[config.mk]
export PLATFORM = sky130hd
export DESIGN_NAME = muldiv_unit
export DESIGN_NICKNAME = d
export VERILOG_FILES = /design/src/rtl/muldiv_unit.sv
export SDC_FILE = /design/constraint.sdc
export NUM_CORES = 1
export LEC_CHECK = 0
export BUFFER_PORTS_ARGS = -buffer_cell sky130_fd_sc_hd__buf_2
export CAP_MARGIN = 25
export CORE_MARGIN = 1.5
export CORE_UTILIZATION = 60
export DETAILED_ROUTE_END_ITERATION = 10
export PLACE_DENSITY_LB_ADDON = 0.3
export SKIP_LAST_GASP = 1
export SYNTH_ARGS = -nofsm -noshare
export SYNTH_HDL_FRONTEND = slang
export SYNTH_SLANG_ARGS = --single-unit
[constraint.sdc]
create_clock -name clk -period 5 [get_ports clk]
set_input_delay 0.25 -clock clk [delete_from_list [all_inputs] [get_ports clk]]
set_output_delay 0.25 -clock clk [all_outputs]
set_load 0.02 [all_outputs]
[src/rtl/muldiv_unit.sv]
// Iterative RV32M multiply/divide unit: radix-2 shift-add multiply and restoring
// divide over XLEN iterations, bracketed by an operand-latch edge and a sign-fix edge.
module muldiv_unit #(
  parameter int XLEN = 32
) (
  input  logic            clk,
  input  logic            reset_n,
  input  logic [XLEN-1:0] SrcA,
  input  logic [XLEN-1:0] SrcB,
  input  logic [2:0]      MulDivOp,
  input  logic            Start,
  input  logic            Kill,
  output logic            Busy,
  output logic            Done,
  output logic [XLEN-1:0] MulDivResult
);

  localparam int CNT_W = 6;

  typedef enum logic [1:0] {
    IDLE = 2'd0,
    RUN  = 2'd1,
    FIX  = 2'd2
  } state_t;

  state_t              state;
  logic [2:0]          op;
  logic                sign_a;
  logic                sign_b;
  logic                b_zero;
  logic [CNT_W-1:0]    cnt;
  logic [XLEN-1:0]     opa;
  logic [XLEN-1:0]     divisor;
  logic [2*XLEN-1:0]   acc;
  logic [XLEN:0]       rem;
  logic [XLEN-1:0]     quo;

  logic signed [XLEN-1:0] srca_s;
  logic signed [XLEN-1:0] srcb_s;
  logic                   a_signed;
  logic                   b_signed;
  logic                   sign_a_in;
  logic                   sign_b_in;
  logic [XLEN-1:0]        abs_a;
  logic [XLEN-1:0]        abs_b;

  logic [XLEN:0]          mul_sum;
  logic [XLEN:0]          div_shift;
  logic [XLEN:0]          div_diff;

  logic [2*XLEN-1:0]      prod;
  logic [XLEN-1:0]        quo_fix;
  logic [XLEN-1:0]        rem_fix;
  logic [XLEN-1:0]        result;

  // Magnitude of a two's-complement word; the most negative value maps to itself,
  // which is its correct unsigned magnitude.
  function automatic logic [XLEN-1:0] abs_val(input logic signed [XLEN-1:0] v,
                                              input logic neg);
    abs_val = neg ? XLEN'(-v) : XLEN'(v);
  endfunction

  function automatic logic [XLEN-1:0] neg_word(input logic [XLEN-1:0] v, input logic neg);
    neg_word = neg ? -v : v;
  endfunction

  function automatic logic [2*XLEN-1:0] neg_dword(input logic [2*XLEN-1:0] v,
                                                  input logic neg);
    neg_dword = neg ? -v : v;
  endfunction

  // Operand decode at the latch edge
  always_comb begin
    srca_s   = SrcA;
    srcb_s   = SrcB;
    a_signed = 1'b0;
    b_signed = 1'b0;
    case (MulDivOp)
      3'b001:  begin a_signed = 1'b1; b_signed = 1'b1; end
      3'b010:  begin a_signed = 1'b1; b_signed = 1'b0; end
      3'b100:  begin a_signed = 1'b1; b_signed = 1'b1; end
      3'b110:  begin a_signed = 1'b1; b_signed = 1'b1; end
      default: begin a_signed = 1'b0; b_signed = 1'b0; end
    endcase
    sign_a_in = a_signed & SrcA[XLEN-1];
    sign_b_in = b_signed & SrcB[XLEN-1];
    abs_a     = abs_val(srca_s, sign_a_in);
    abs_b     = abs_val(srcb_s, sign_b_in);
  end

  // One iteration: multiply and divide datapaths both step; the op selects at the end
  always_comb begin
    mul_sum   = {1'b0, acc[2*XLEN-1:XLEN]} + (acc[0] ? {1'b0, opa} : {(XLEN+1){1'b0}});
    div_shift = (rem << 1) | {{XLEN{1'b0}}, quo[XLEN-1]};
    div_diff  = div_shift - {1'b0, divisor};
  end

  // Sign correction and result selection
  always_comb begin
    prod    = neg_dword(acc, sign_a ^ sign_b);
    quo_fix = b_zero ? {XLEN{1'b1}} : neg_word(quo, sign_a ^ sign_b);
    rem_fix = neg_word(rem[XLEN-1:0], sign_a);
    case (op)
      3'b000:                 result = prod[XLEN-1:0];
      3'b001, 3'b010, 3'b011: result = prod[2*XLEN-1:XLEN];
      3'b100, 3'b101:         result = quo_fix;
      default:                result = rem_fix;
    endcase
  end

  always_ff @(posedge clk or negedge reset_n) begin
    if (!reset_n) begin
      state        <= IDLE;
      op           <= '0;
      sign_a       <= 1'b0;
      sign_b       <= 1'b0;
      b_zero       <= 1'b0;
      cnt          <= '0;
      opa          <= '0;
      divisor      <= '0;
      acc          <= '0;
      rem          <= '0;
      quo          <= '0;
      Busy         <= 1'b0;
      Done         <= 1'b0;
      MulDivResult <= '0;
    end else begin
      Done <= 1'b0;
      case (state)
        IDLE: begin
          if (Start && !Kill) begin
            op      <= MulDivOp;
            sign_a  <= sign_a_in;
            sign_b  <= sign_b_in;
            b_zero  <= (SrcB == '0);
            cnt     <= '0;
            opa     <= abs_a;
            divisor <= abs_b;
            acc     <= {{XLEN{1'b0}}, abs_b};
            rem     <= '0;
            quo     <= abs_a;
            Busy    <= 1'b1;
            state   <= RUN;
          end
        end
        RUN: begin
          if (Kill) begin
            Busy  <= 1'b0;
            state <= IDLE;
          end else begin
            acc <= {mul_sum, acc[XLEN-1:1]};
            rem <= div_diff[XLEN] ? div_shift : div_diff;
            quo <= {quo[XLEN-2:0], ~div_diff[XLEN]};
            cnt <= cnt + CNT_W'(1);
            if (cnt == CNT_W'(XLEN-1)) state <= FIX;
          end
        end
        FIX: begin
          Busy  <= 1'b0;
          state <= IDLE;
          if (!Kill) begin
            MulDivResult <= result;
            Done         <= 1'b1;
          end
        end
        default: begin
          Busy  <= 1'b0;
          state <= IDLE;
        end
      endcase
    end
  end

endmodule

==> run summary <==
STATUS
------------------------------------------------------------------------------------------
Result of the run ........................................................... finished, violations left
Violations in the final reports ............................................. negative hold slack

SYNTHESIS
------------------------------------------------------------------------------------------
Number of distinct library cells after synthesis ............................           73
Syn. warnings ...............................................................            0
Share of synthesized registers carrying an async set or reset ...............       100.0%
Average size of a mapped cell ...............................................   8.025 um^2
Seq cells post-synth ........................................................          240
Synth Net Count .............................................................         2346
Part of the Yosys area used for sequential elements .........................       33.97%
EDFF count, synth ...........................................................            0
Cell area after synthesis ...................................................   17680 um^2
Commonest register cell after synthesis ..................................... sky130_fd_sc_hd__dfrtp_1
Gate Count Post-Synth .......................................................         2203

WORST SETUP PATH
------------------------------------------------------------------------------------------
Data arrival time at the worst-slack endpoint ...............................      4520 ps
Worst setup path end ........................................................ MulDivResult[25]
Standard cell with the maximum stage delay on the critical path ............. sky130_fd_sc_hd__a221oi_1
R2R Setup Slk ...............................................................       910 ps
End of the worst register-to-register path .................................. MulDivResult[25]
Required @ worst endpoint ...................................................      5430 ps
Critical path cell sequence ................................................. or3_1, nor4b_2, nand3_1, nor3_4, and3_1, a31oi_1, xor2_1, a221oi_1, o21ai_1
Worst reg2reg path startpoint ...............................................       acc[4]
Worst setup EP type .........................................................     register
CP startpoint kind ..........................................................     register
Slowest Stage Delay on Critical Path ........................................       650 ps
Type of the worst setup path ................................................      reg2reg
Critical path launch point ..................................................       acc[4]
Worst Reg-to-Reg Cells ......................................................            9
Worst-path maximum fanout ...................................................            9

MIN PATH
------------------------------------------------------------------------------------------
Hold-critical path depth ....................................................            3
Hold/Removal Path Class .....................................................       in2reg

GLOBAL ROUTE
------------------------------------------------------------------------------------------
GRT Residual Overflow .......................................................            0
Antenna violations before repair ............................................            2
Top Usage Layer GRT .........................................................         met2
Met3 GRT Util ...............................................................       10.27%
Met1 track demand over resource .............................................       53.05%
All-layer global routing usage ..............................................       37.00%
Via count of the first global-routing pass ..................................        15680
Met2 global-route usage .....................................................       55.06%
Wire length of the first global-routing pass ................................     87.77 mm
Largest net degree at the start of global routing ...........................          126

FLOORPLAN
------------------------------------------------------------------------------------------
Std-Cell Rows ...............................................................           62
Initial Util ................................................................       61.26%
Die area ....................................................................   30500 um^2
Vertical extent of the die ..................................................     174.7 um
Die width ...................................................................     174.7 um
Top-level I/O count .........................................................          105
Area of the core region .....................................................   28860 um^2

DETAILED ROUTING
------------------------------------------------------------------------------------------
Total length of routed wires ................................................     56.94 mm
Number of violations reported at the end of detailed-routing iteration 0 ....         1767
Via count normalized by instance count ......................................        6.398
Initial DRT Pass Iterations .................................................            5
Vias ........................................................................        16950
Antenna violation net count after detailed routing ..........................            0
Mean routed wirelength per cell .............................................     21.49 um
Residual DRC count ..........................................................            0

CLOCK TREE
------------------------------------------------------------------------------------------
Number of clock buffers inserted by TritonCTS ...............................           28
CTS H-tree depth ............................................................            1
TritonCTS clock tree ........................................................         done
Clock edge transition at the registers on the reported setup and hold paths .        60 ps
Clock Latency Late Sink .....................................................       570 ps
Number of instances resized during post-cts repair ..........................            0
Root buffer cell ............................................................ sky130_fd_sc_hd__clkbuf_16
Clock Sink Count ............................................................          240
Maximum root-to-sink buffer count ...........................................            3

TIMING
------------------------------------------------------------------------------------------
Number of endpoints with negative hold slack in the final report ............            1
Final critical-path setup slack .............................................     909.6 ps
Final total negative setup slack ............................................         0 ps
Worst slew pin tran .........................................................     978.3 ps
Final worst clock skew ......................................................     11.49 ps
RSZ-0062 raised after global routing ........................................        false
Portion of the clock cycle consumed by the worst path in the final layout ...       81.81%
Tmin final ..................................................................      4090 ps
Final setup vio count .......................................................            0
WHS .........................................................................    -2.201 ps
Fmax ........................................................................   0.2445 GHz
Normalized max-slew margin ..................................................       34.18%
Pins Over Slew Limit ........................................................            0

PLACED DESIGN
------------------------------------------------------------------------------------------
Placer congestion estimate ..................................................        1.050
Cell total after placement ..................................................         2590
Final HPWL from detailed placement ..........................................     42.67 mm
Pre-CTS setup slack .........................................................      1057 ps
Placed cell area ............................................................   18470 um^2
Port-buffer cells ...........................................................          104

CELLS AND AREA
------------------------------------------------------------------------------------------
Total Nets Final ............................................................         2386
Layout Utilization ..........................................................       67.69%
Layout cell share with drive strength beyond 1 ..............................       9.320%
Layout-stage area growth over the synthesis result ..........................       10.50%
Final cell count without fillers ............................................         2649
Design area .................................................................   19540 um^2

POWER
------------------------------------------------------------------------------------------
Total chip power ............................................................     10.49 mW
Leakage power figure ........................................................     8.585 nW
Max rail drop VDD ...........................................................  0.0004280 V
Areal power density over the cells .......................................... 536.8 nW/um^2

RUN
------------------------------------------------------------------------------------------
# Max-Cap Violations ........................................................            0

==> Yosys cell counts, drive strengths merged (17+ instances only) <==
library cell  number  area (um^2)
a21o              31        232.7
a21oi            193        969.7
a31oi             28        175.2
and2              37        231.5
clkbuf           112        420.4
dfrtp            240         6006
ha                70        875.8
inv               68        255.2
mux2i             30        300.3
nand2            274         1028
nand2b            21        131.4
nand3             29        150.1
nor2             169        634.4
nor3              40        211.5
nor4              18        137.6
o211ai            17        127.6
o21ai            307         1536
o31ai             38        290.3
o41ai             24        217.7
or3               25        161.4
xnor2            117         1025
xor2             115         1007
==> cells in the final DEF, fill, tap and decap left out, types with 15 or more instances in the layout <==
cell / instances
sky130_fd_sc_hd__o41ai_1: 23
sky130_fd_sc_hd__a31oi_1: 28
sky130_fd_sc_hd__inv_1: 68
sky130_fd_sc_hd__a22oi_1: 15
sky130_fd_sc_hd__a21o_1: 31
sky130_fd_sc_hd__mux2i_1: 30
sky130_fd_sc_hd__or3_1: 24
sky130_fd_sc_hd__and3_1: 15
sky130_fd_sc_hd__nand3_1: 28
sky130_fd_sc_hd__xnor2_1: 115
sky130_fd_sc_hd__nand2b_1: 20
sky130_fd_sc_hd__o31ai_1: 37
sky130_fd_sc_hd__buf_2: 103
sky130_fd_sc_hd__and2_1: 37
sky130_fd_sc_hd__nor2_1: 167
sky130_fd_sc_hd__xor2_1: 114
sky130_fd_sc_hd__dfrtp_1: 240
sky130_fd_sc_hd__o211ai_1: 17
sky130_fd_sc_hd__ha_1: 70
sky130_fd_sc_hd__buf_4: 23
sky130_fd_sc_hd__nand2_1: 273
sky130_fd_sc_hd__o21ai_0: 301
sky130_fd_sc_hd__clkbuf_16: 29
sky130_fd_sc_hd__nor3_1: 39
sky130_fd_sc_hd__a21oi_1: 192
==> sequential cells by signal (all words and copies together), names as in the netlist <==
name,count
quo,32
Done,1
acc,64
divisor,32
cnt,6
state,2
sign_b,1
op,3
Busy,1
sign_a,1
opa,32
MulDivResult,32
b_zero,1
rem,32
==> critical path: cells and delay by family (launching register included) <==
kind,cells,cell delay (ps)
flops,1,410
xor+xnor,1,230
simple gates,5,2420
compound gates,3,880
==> power breakdown <==
group	internal, mW	switching (mW)	leakage [nW]
clock network	1.33	0.882	0.484
registers	2.36	0.708	3.01
logic	2.05	3.14	5.09
==> worst min path at each step <==
stage,start,to,slack (ps)
after global placement,reset_n,acc[63],420
after detailed placement,reset_n,acc[63],430
final,SrcB[30],b_zero,-2
after floorplan,reset_n,Busy,-50
after global routing,SrcB[30],b_zero,40
after CTS,SrcB[30],b_zero,5
==> cell type report <==
type | instances | area (um^2)
antenna | 1 | 2.502
clock buffer | 36 | 802.0
clock inverter | 15 | 190.2
fill | 2468 | 9323
inverter | 68 | 255.2
multi-input combinational | 1770 | 11000
sequential | 240 | 6006
tap | 384 | 480.5
timing repair buffer | 135 | 803.3
==> routing by layer <==
layer / vias to the layer above / share of wire, % / wire length [um]
met5: - / 0 / 0
met3: 101 / 11 / 6304
met1: 8169 / 43 / 24650
li1: 7929 / - / -
met4: 0 / 2.6 / 1479
met2: 749 / 43 / 24510
==> what timing repair did <==
item | 4_1_cts | 5_1_grt
hold buffers | 6 | 0
buffers inserted | 0 | 0
hold endpoints to repair | 129 | 0
==> cell families (layout without fill, tap and decap cells) <==
| family | count (synthesis) | after routing | share of synthesized area [%] |
|---|---|---|---|
| muxes | 30 | 30 | 1.699 |
| buffers and inverters | 193 | 254 | 4.168 |
| adders and majority gates | 72 | 72 | 5.180 |
| other | 0 | 1 | 0 |
| DFF | 240 | 240 | 33.97 |
| AOI/OAI and AO/OA | 741 | 741 | 24.88 |
| xor gates and xnor gates | 232 | 232 | 11.49 |
| and+or+nand+nor | 695 | 695 | 18.61 |
Note: power is estimated with default switching activity, not from simulation.
